<file path="src/rtl/merge4_pkg.sv">
`default_nettype none
// +--------------------------------------------------------------------+
// | merge4_pkg : shared types, dual-rail codes and token helpers       |
// | Revision   : 1.0                                                   |
// +--------------------------------------------------------------------+
package merge4_pkg;

  typedef enum logic [1:0] {
    WAIT_DATA = 2'd0,
    DRIVE     = 2'd1,
    WAIT_NULL = 2'd2
  } state_e;

  localparam logic [1:0] DR_NULL = 2'b00;
  localparam logic [1:0] DR_D0   = 2'b01;
  localparam logic [1:0] DR_D1   = 2'b10;
  localparam logic [1:0] DR_ILL  = 2'b11;

  function automatic logic is_onehot4(input logic [3:0] v);
    return (v != 4'b0000) && ((v & (v - 4'd1)) == 4'b0000);
  endfunction

  // Only meaningful when the argument is one-hot.
  function automatic logic [1:0] onehot_idx4(input logic [3:0] v);
    logic [1:0] idx;
    idx = 2'd0;
    for (int i = 0; i < 4; i++) begin
      if (v[i]) idx = 2'(i);
    end
    return idx;
  endfunction

endpackage
`default_nettype wire

</file>
<file path="src/rtl/merge4_sync_dr_decode.sv">
`default_nettype none
// +--------------------------------------------------------------------+
// | dr_decode : classifies one dual-rail pair as NULL / DATA / illegal |
// | Revision  : 1.0                                                    |
// +--------------------------------------------------------------------+
module dr_decode
  import merge4_pkg::*;
(
  input  logic [1:0] rail_i,
  output logic       is_null_o,
  output logic       is_data_o,
  output logic       is_ill_o
);

  assign is_null_o = (rail_i == DR_NULL);
  assign is_data_o = (rail_i == DR_D0) || (rail_i == DR_D1);
  assign is_ill_o  = (rail_i == DR_ILL);

endmodule
`default_nettype wire

</file>
<file path="src/rtl/merge4_sync.sv">
`default_nettype none
// +--------------------------------------------------------------------+
// | merge4_sync : clocked 4-way dual-rail merge with NCL return phase  |
// | Revision    : 1.0                                                  |
// +--------------------------------------------------------------------+
module merge4_sync
  import merge4_pkg::*;
#(
  parameter int CNT_W = 16
) (
  input  logic             clk,
  input  logic             init,
  input  logic [1:0]       Ss,
  input  logic [1:0]       Ts,
  input  logic [1:0]       Us,
  input  logic [1:0]       Vs,
  output logic             SCOMP,
  output logic             TCOMP,
  output logic             UCOMP,
  output logic             VCOMP,
  input  logic [3:0]       steerin,
  output logic             steerinCOMP,
  output logic [1:0]       Z,
  input  logic             ZCOMP,
  output logic             err,
  output logic [CNT_W-1:0] xfer_count
);

  logic [1:0] rails [4];
  logic [3:0] is_null;
  logic [3:0] is_data;
  logic [3:0] is_ill;

  assign rails[0] = Ss;
  assign rails[1] = Ts;
  assign rails[2] = Us;
  assign rails[3] = Vs;

  generate
    for (genvar gi = 0; gi < 4; gi++) begin : g_dec
      dr_decode u_dec (
        .rail_i    (rails[gi]),
        .is_null_o (is_null[gi]),
        .is_data_o (is_data[gi]),
        .is_ill_o  (is_ill[gi])
      );
    end
  endgenerate

  state_e           state_q, state_d;
  logic [1:0]       sel_q, sel_d;
  logic [1:0]       z_q, z_d;
  logic [3:0]       comp_q, comp_d;
  logic             scomp_q, scomp_d;
  logic             err_q, err_d;
  logic [CNT_W-1:0] cnt_q, cnt_d;

  logic       tok_onehot;
  logic [1:0] tok_idx;

  assign tok_onehot = is_onehot4(steerin);
  assign tok_idx    = onehot_idx4(steerin);

  always_ff @(posedge clk or posedge init) begin
    if (init) begin
      state_q <= WAIT_DATA;
      sel_q   <= 2'd0;
      z_q     <= DR_NULL;
      comp_q  <= 4'b0000;
      scomp_q <= 1'b0;
      err_q   <= 1'b0;
      cnt_q   <= '0;
    end else begin
      state_q <= state_d;
      sel_q   <= sel_d;
      z_q     <= z_d;
      comp_q  <= comp_d;
      scomp_q <= scomp_d;
      err_q   <= err_d;
      cnt_q   <= cnt_d;
    end
  end

  always_comb begin
    state_d = state_q;
    sel_d   = sel_q;
    z_d     = z_q;
    comp_d  = comp_q;
    scomp_d = scomp_q;
    err_d   = err_q;
    cnt_d   = cnt_q;
    case (state_q)
      WAIT_DATA: begin
        // A held-high ZCOMP only stalls acceptance; token/channel faults still flag.
        if (steerin != 4'b0000) begin
          if (!tok_onehot || is_ill[tok_idx]) begin
            err_d = 1'b1;
          end else if (is_data[tok_idx] && !ZCOMP) begin
            sel_d   = tok_idx;
            z_d     = rails[tok_idx];
            state_d = DRIVE;
          end
        end
      end
      DRIVE: begin
        if (ZCOMP) begin
          z_d     = DR_NULL;
          comp_d  = 4'b0001 << sel_q;
          scomp_d = 1'b1;
          state_d = WAIT_NULL;
        end
      end
      WAIT_NULL: begin
        if ((steerin == 4'b0000) && is_null[sel_q] && !ZCOMP) begin
          comp_d  = 4'b0000;
          scomp_d = 1'b0;
          cnt_d   = cnt_q + CNT_W'(1);
          state_d = WAIT_DATA;
        end
      end
      default: begin
        state_d = WAIT_DATA;
      end
    endcase
  end

  assign Z           = z_q;
  assign SCOMP       = comp_q[0];
  assign TCOMP       = comp_q[1];
  assign UCOMP       = comp_q[2];
  assign VCOMP       = comp_q[3];
  assign steerinCOMP = scomp_q;
  assign err         = err_q;
  assign xfer_count  = cnt_q;

endmodule
`default_nettype wire

</file>
<file path="config.mk">
export PLATFORM = sky130hd
export DESIGN_NAME = merge4_sync
export DESIGN_NICKNAME = d
export VERILOG_FILES = /design/src/rtl/merge4_pkg.sv /design/src/rtl/merge4_sync_dr_decode.sv /design/src/rtl/merge4_sync.sv
export SDC_FILE = /design/constraint.sdc
export NUM_CORES = 1
export LEC_CHECK = 0
export CORE_AREA = 5 5 58 60
export DETAILED_ROUTE_END_ITERATION = 10
export DIE_AREA = 0 0 63 65
export DONT_BUFFER_PORTS = 1
export HOLD_SLACK_MARGIN = 0.03
export PLACE_DENSITY = 0.83
export RECOVER_POWER = 100
export SLEW_MARGIN = 10
export SYNTH_ARGS = -nofsm -noshare
export SYNTH_HDL_FRONTEND = slang
export SYNTH_SLANG_ARGS = --single-unit
</file>
<file path="constraint.sdc">
create_clock -name clk -period 4.4 [get_ports clk]
set_clock_uncertainty 0.2 [all_clocks]
set_input_delay 0.88 -clock clk [delete_from_list [all_inputs] [get_ports clk]]
set_output_delay 0.88 -clock clk [all_outputs]
set_load 0.01 [all_outputs]
</file>
==> results.md <==
- The horizontal die dimension is 63 µm.
- The non-filler instance count after layout is 186.
- The post-route netlist has 5.88% of its cells at a drive strength greater than 1.
- STA puts the critical path data arrival time at 2.56 ns.
- Entering global routing, the biggest net connects 29 pins.
- At the pin with the least slew margin, the transition time is 1.01 ns.
- The tree built by TritonCTS fans out to 28 sinks.
- After synthesis, the netlist uses 36 different library cells.
- Post-CTS timing repair inserted 0 buffers for setup.
- The design internal power is 0.444 mW.
- Synthesis produced a netlist whose cell count is 154.
- The portion of synthesized area spent on multiplexers is 5.23%.
- The final-report max-slew violation count was 0.
- The clock-pin slew reported for the worst setup and hold paths after clock tree synthesis is 0.15 ns.
- The post-synth net total is 178.
- The share of total power dissipated in sequential elements is 56.6%.
- 39 I/O pins were placed.
- In this run, post-CTS repair resized a total of 0 instances.
- The routability congestion estimate is 0.819.
- The count of buffers inserted at the top-level ports is 0.
- The arithmetic-cell share of the synthesized area counting full adders, half adders and majority gates is 7.14%.
- The effective utilization at floorplan is 54.8%.
- The category of the most critical setup path is input pin to flip-flop.
- The post-detailed-route wirelength per cell is 16.4 µm.
- For this run, design rule violations remaining after detail routing come to 0.
- In the global route stage, overall resource usage came out at 15.3%.
- The TritonCTS clock tree is yes.
- The number of antenna violations at the first check in global routing is 0.
- The part of the power in the clock network is 26.0%.
- In this run the mean area of a mapped cell was 10.2 µm².
- The number of search-and-repair iterations in the first detailed-routing pass is 4.
- Dividing total power by cell area gives a power density of 391 nW/µm².
- The analysis attributes to net switching a power of 0.187 mW.
- For this run, the post-layout net count is 178.
- After the first detailed-routing iteration, the DRC count stood at 45.
- The CTS buffer count is 3.
- In the post-synthesis netlist, the biggest area contributors are sky130_fd_sc_hd__dfrtp_1, sky130_fd_sc_hd__xnor2_1, sky130_fd_sc_hd__ha_1.
- The fraction of the cycle the final worst path needs is 56.9%.
- sky130_fd_sc_hd__dfrtp_1 takes more of the synthesized area than any other cell.
- The flow ran to the end, and the final reports show no timing, DRC or antenna violations.
- The number of diodes is 0.
- After detailed placement, the total cell area comes to 1580 µm².
- In the post-route analysis, the smallest setup slack over all paths is 1.90 ns.
- The routed design has 3050 µm of wire.
- The cell area that synthesis handed to floorplanning was 1580 µm².
- The worst-case hold slack is 0.350 ns.
- The detailed-route vias per instance is 5.98.
- Global routing finished with a remaining overflow of 0.
- The tree is rooted in a sky130_fd_sc_hd__clkbuf_4.
- The vertical extent of the die is 65 µm.
- In this run the worst path has a maximum fanout of 4.
- The layout overhead on the synthesized area is 2.30%.
- The synthesized-area fraction occupied by ao, oa, aoi and oai cells is 9.52%.
- Summing over every cut layer, the via total after detailed routing is 1,112.
- The area of the die is 4100 µm².
- The half-perimeter wire length after detailed placement is 2450 µm.
- The highest metal layer with signal wires is met4.
- Net switching is 29.7% of the power.
- The routed length on met3 is 264 µm.
- The yosys synthesis warning count is 0.
- Subtracting the final worst setup slack from the clock period gives 2.50 ns.
- Setup violations remaining at the end of the flow were counted as 0.
- The xor and xnor fraction of the mapped netlist area is 8.33%.
- The synthesis-stage register bit count is 28.
- The final hold violation count was 0.
- The length of routed wiring on met1 is 1060 µm.
- In this run, post-CTS hold repair placed 0 buffers.
- The buffer levels on the longest clock path is 2.
- The tool flagged a number of max-cap violations equal to 0.
- The row count is 20.
- After detailed placement, the design holds a cell count of 182.
- The maximum operating frequency is 0.400 GHz.
- The worst-case IR drop observed on VDD is 0.228 mV.
- In this run the number of H-tree levels came out at 1.
- In this run the remaining antenna-violating nets after routing total 0.
- The worst-case headroom to the max-slew limit is 32.9%.
- The number of global-route vias before repair came to 1,145.
- After routing the design area is 1610 µm².
- The detailed route wirelength on metal2 is 1680 µm.
- The min-delay analysis places its worst path in the category flip-flop to flip-flop.
- The worst setup path is captured at a flip-flop.
- Combinational cells account for 17.4% of the total power.
- STA classifies the critical path startpoint as an input pin.
- The data required time of the worst path is 4.46 ns.
- The core region is 2880 µm².
- The post-synthesis share of cell area spent on and, or, nand and nor gates is 19.3%.
- Setup repair after global routing left no endpoint under its margin.
- Sequential cells were found to cover 44.4% of the synthesized design area.
- In this run the static leakage power is 0.766 nW.
- OpenSTA, run right after detailed placement, puts the worst setup slack at 1.85 ns.
- The global-route wire length before repair is 5000 µm.
- The clock insertion delay at the later pin of the skew report is 0.32 ns.
- The share of Yosys cell area claimed by the top area cell type is 44.4%.
- By area, the combinational part of the netlist is dominated by simple AND/OR/NAND/NOR gates.
- The summed negative setup slack over all endpoints is 0 ns.
## cell type report
| type | instances | area [µm²] |
|---|---|---|
| fill | 252 | 1260 |
| multi-input combinational | 105 | 759 |
| sequential | 28 | 701 |
| inverter | 16 | 60.1 |
| tap | 33 | 41.3 |
| clock inverter | 1 | 30.0 |
| clock buffer | 3 | 22.5 |
## layout by cell type (no fill, tap or decap), types with 2 or more instances in the layout
cell,instances
sky130_fd_sc_hd__ha_1,9
sky130_fd_sc_hd__nor3_1,3
sky130_fd_sc_hd__clkbuf_4,3
sky130_fd_sc_hd__a21oi_1,3
sky130_fd_sc_hd__nand4_1,6
sky130_fd_sc_hd__xnor2_1,14
sky130_fd_sc_hd__nand2_1,17
sky130_fd_sc_hd__a32o_1,2
sky130_fd_sc_hd__dfrtp_1,28
sky130_fd_sc_hd__mux2i_1,6
sky130_fd_sc_hd__o21ai_0,4
sky130_fd_sc_hd__o32ai_1,4
sky130_fd_sc_hd__inv_1,16
sky130_fd_sc_hd__and3_1,4
sky130_fd_sc_hd__nand3_1,7
sky130_fd_sc_hd__nor2_1,8
## stage by stage
stage | utilization, % | power, mW
after floorplan | - | 0.449
after global placement | 55.0 | 0.470
after detailed placement | 55.0 | 0.480
after CTS | 56.8 | 0.643
after global routing | 56.1 | 0.670
final | 56.1 | 0.631
## critical path: stages
cell,delay (ns)
sky130_fd_sc_hd__inv_1,0.02
sky130_fd_sc_hd__ha_1,0.27
sky130_fd_sc_hd__mux2i_1,0.08
sky130_fd_sc_hd__a211oi_1,0.43
sky130_fd_sc_hd__nor4b_1,0.62
sky130_fd_sc_hd__mux2i_1,0.26
## final timing paths
| path | slack [ns] | to | startpoint | cells past startpoint |
|---|---|---|---|---|
| min | 0.35 | xfer_count[15]$_DFFE_PP0P_ | xfer_count[15]$_DFFE_PP0P_ | 1 |
| max | 1.90 | sel_q[0]$_DFFE_PP0P_ | Ts[0] | 6 |
| max in group asynchronous | 2.93 | xfer_count[0]$_DFFE_PP0P_ | init | 1 |
| min in group asynchronous | 0.46 | xfer_count[2]$_DFFE_PP0P_ | init | 1 |
| min reg2reg | 0.35 | xfer_count[15]$_DFFE_PP0P_ | xfer_count[15]$_DFFE_PP0P_ | 1 |
| max reg2reg | 2.10 | sel_q[0]$_DFFE_PP0P_ | state_q[0]$_DFFE_PP0P_ | 5 |
## logic make-up (layout without fill, tap and decap cells)
| logic type | Yosys count | in the layout |
|---|---|---|
| simple gates | 55 | 55 |
| flops | 28 | 28 |
| buf+inv | 21 | 20 |
| compound gates | 19 | 19 |
| xor+xnor | 15 | 15 |
| fa+ha+maj | 9 | 9 |
| mux | 7 | 7 |
## registers in the layout (all words and copies together), names as in the netlist
| signal | count |
|---|---|
| xfer_count | 16 |
| sel_q | 2 |
| Z | 2 |
| comp_q | 4 |
| state_q | 2 |
| steerinCOMP | 1 |
| err | 1 |
## cells in the mapped netlist, drive strengths merged
library cell	count
nor4	1
o32ai	4
nor2b	1
nand3	7
a22oi	1
o21bai	1
a21oi	3
o21ai	5
nand3b	1
clkbuf	1
and3	4
nor3	3
xor2	1
and2	1
or2	1
dfrtp	28
nor4b	1
a2111oi	1
mux4	1
nor3b	1
and2b	1
a32o	2
xnor2	14
nand4	6
nor2	9
inv	16
buf	4
a211oi	1
nand4b	1
o31ai	1
ha	9
mux2i	6
nand2	17
## power groups by stage
stage	logic [mW]	clock network, mW	registers, mW
after floorplan	0.101	0	0.349
after global placement	0.108	0	0.361
after detailed placement	0.116	0	0.364
after CTS	0.116	0.168	0.359
after global routing	0.124	0.181	0.364
final	0.110	0.164	0.357
## metal layers
metal / global-route usage (%) / vias up
li1: - / 528
met1: 14.5 / 542
met2: 29.5 / 38
met3: 5.55 / 4
met4: 5.84 / 0
met5: 0 / -
No activity file was read; power rests on OpenSTA's default activity.
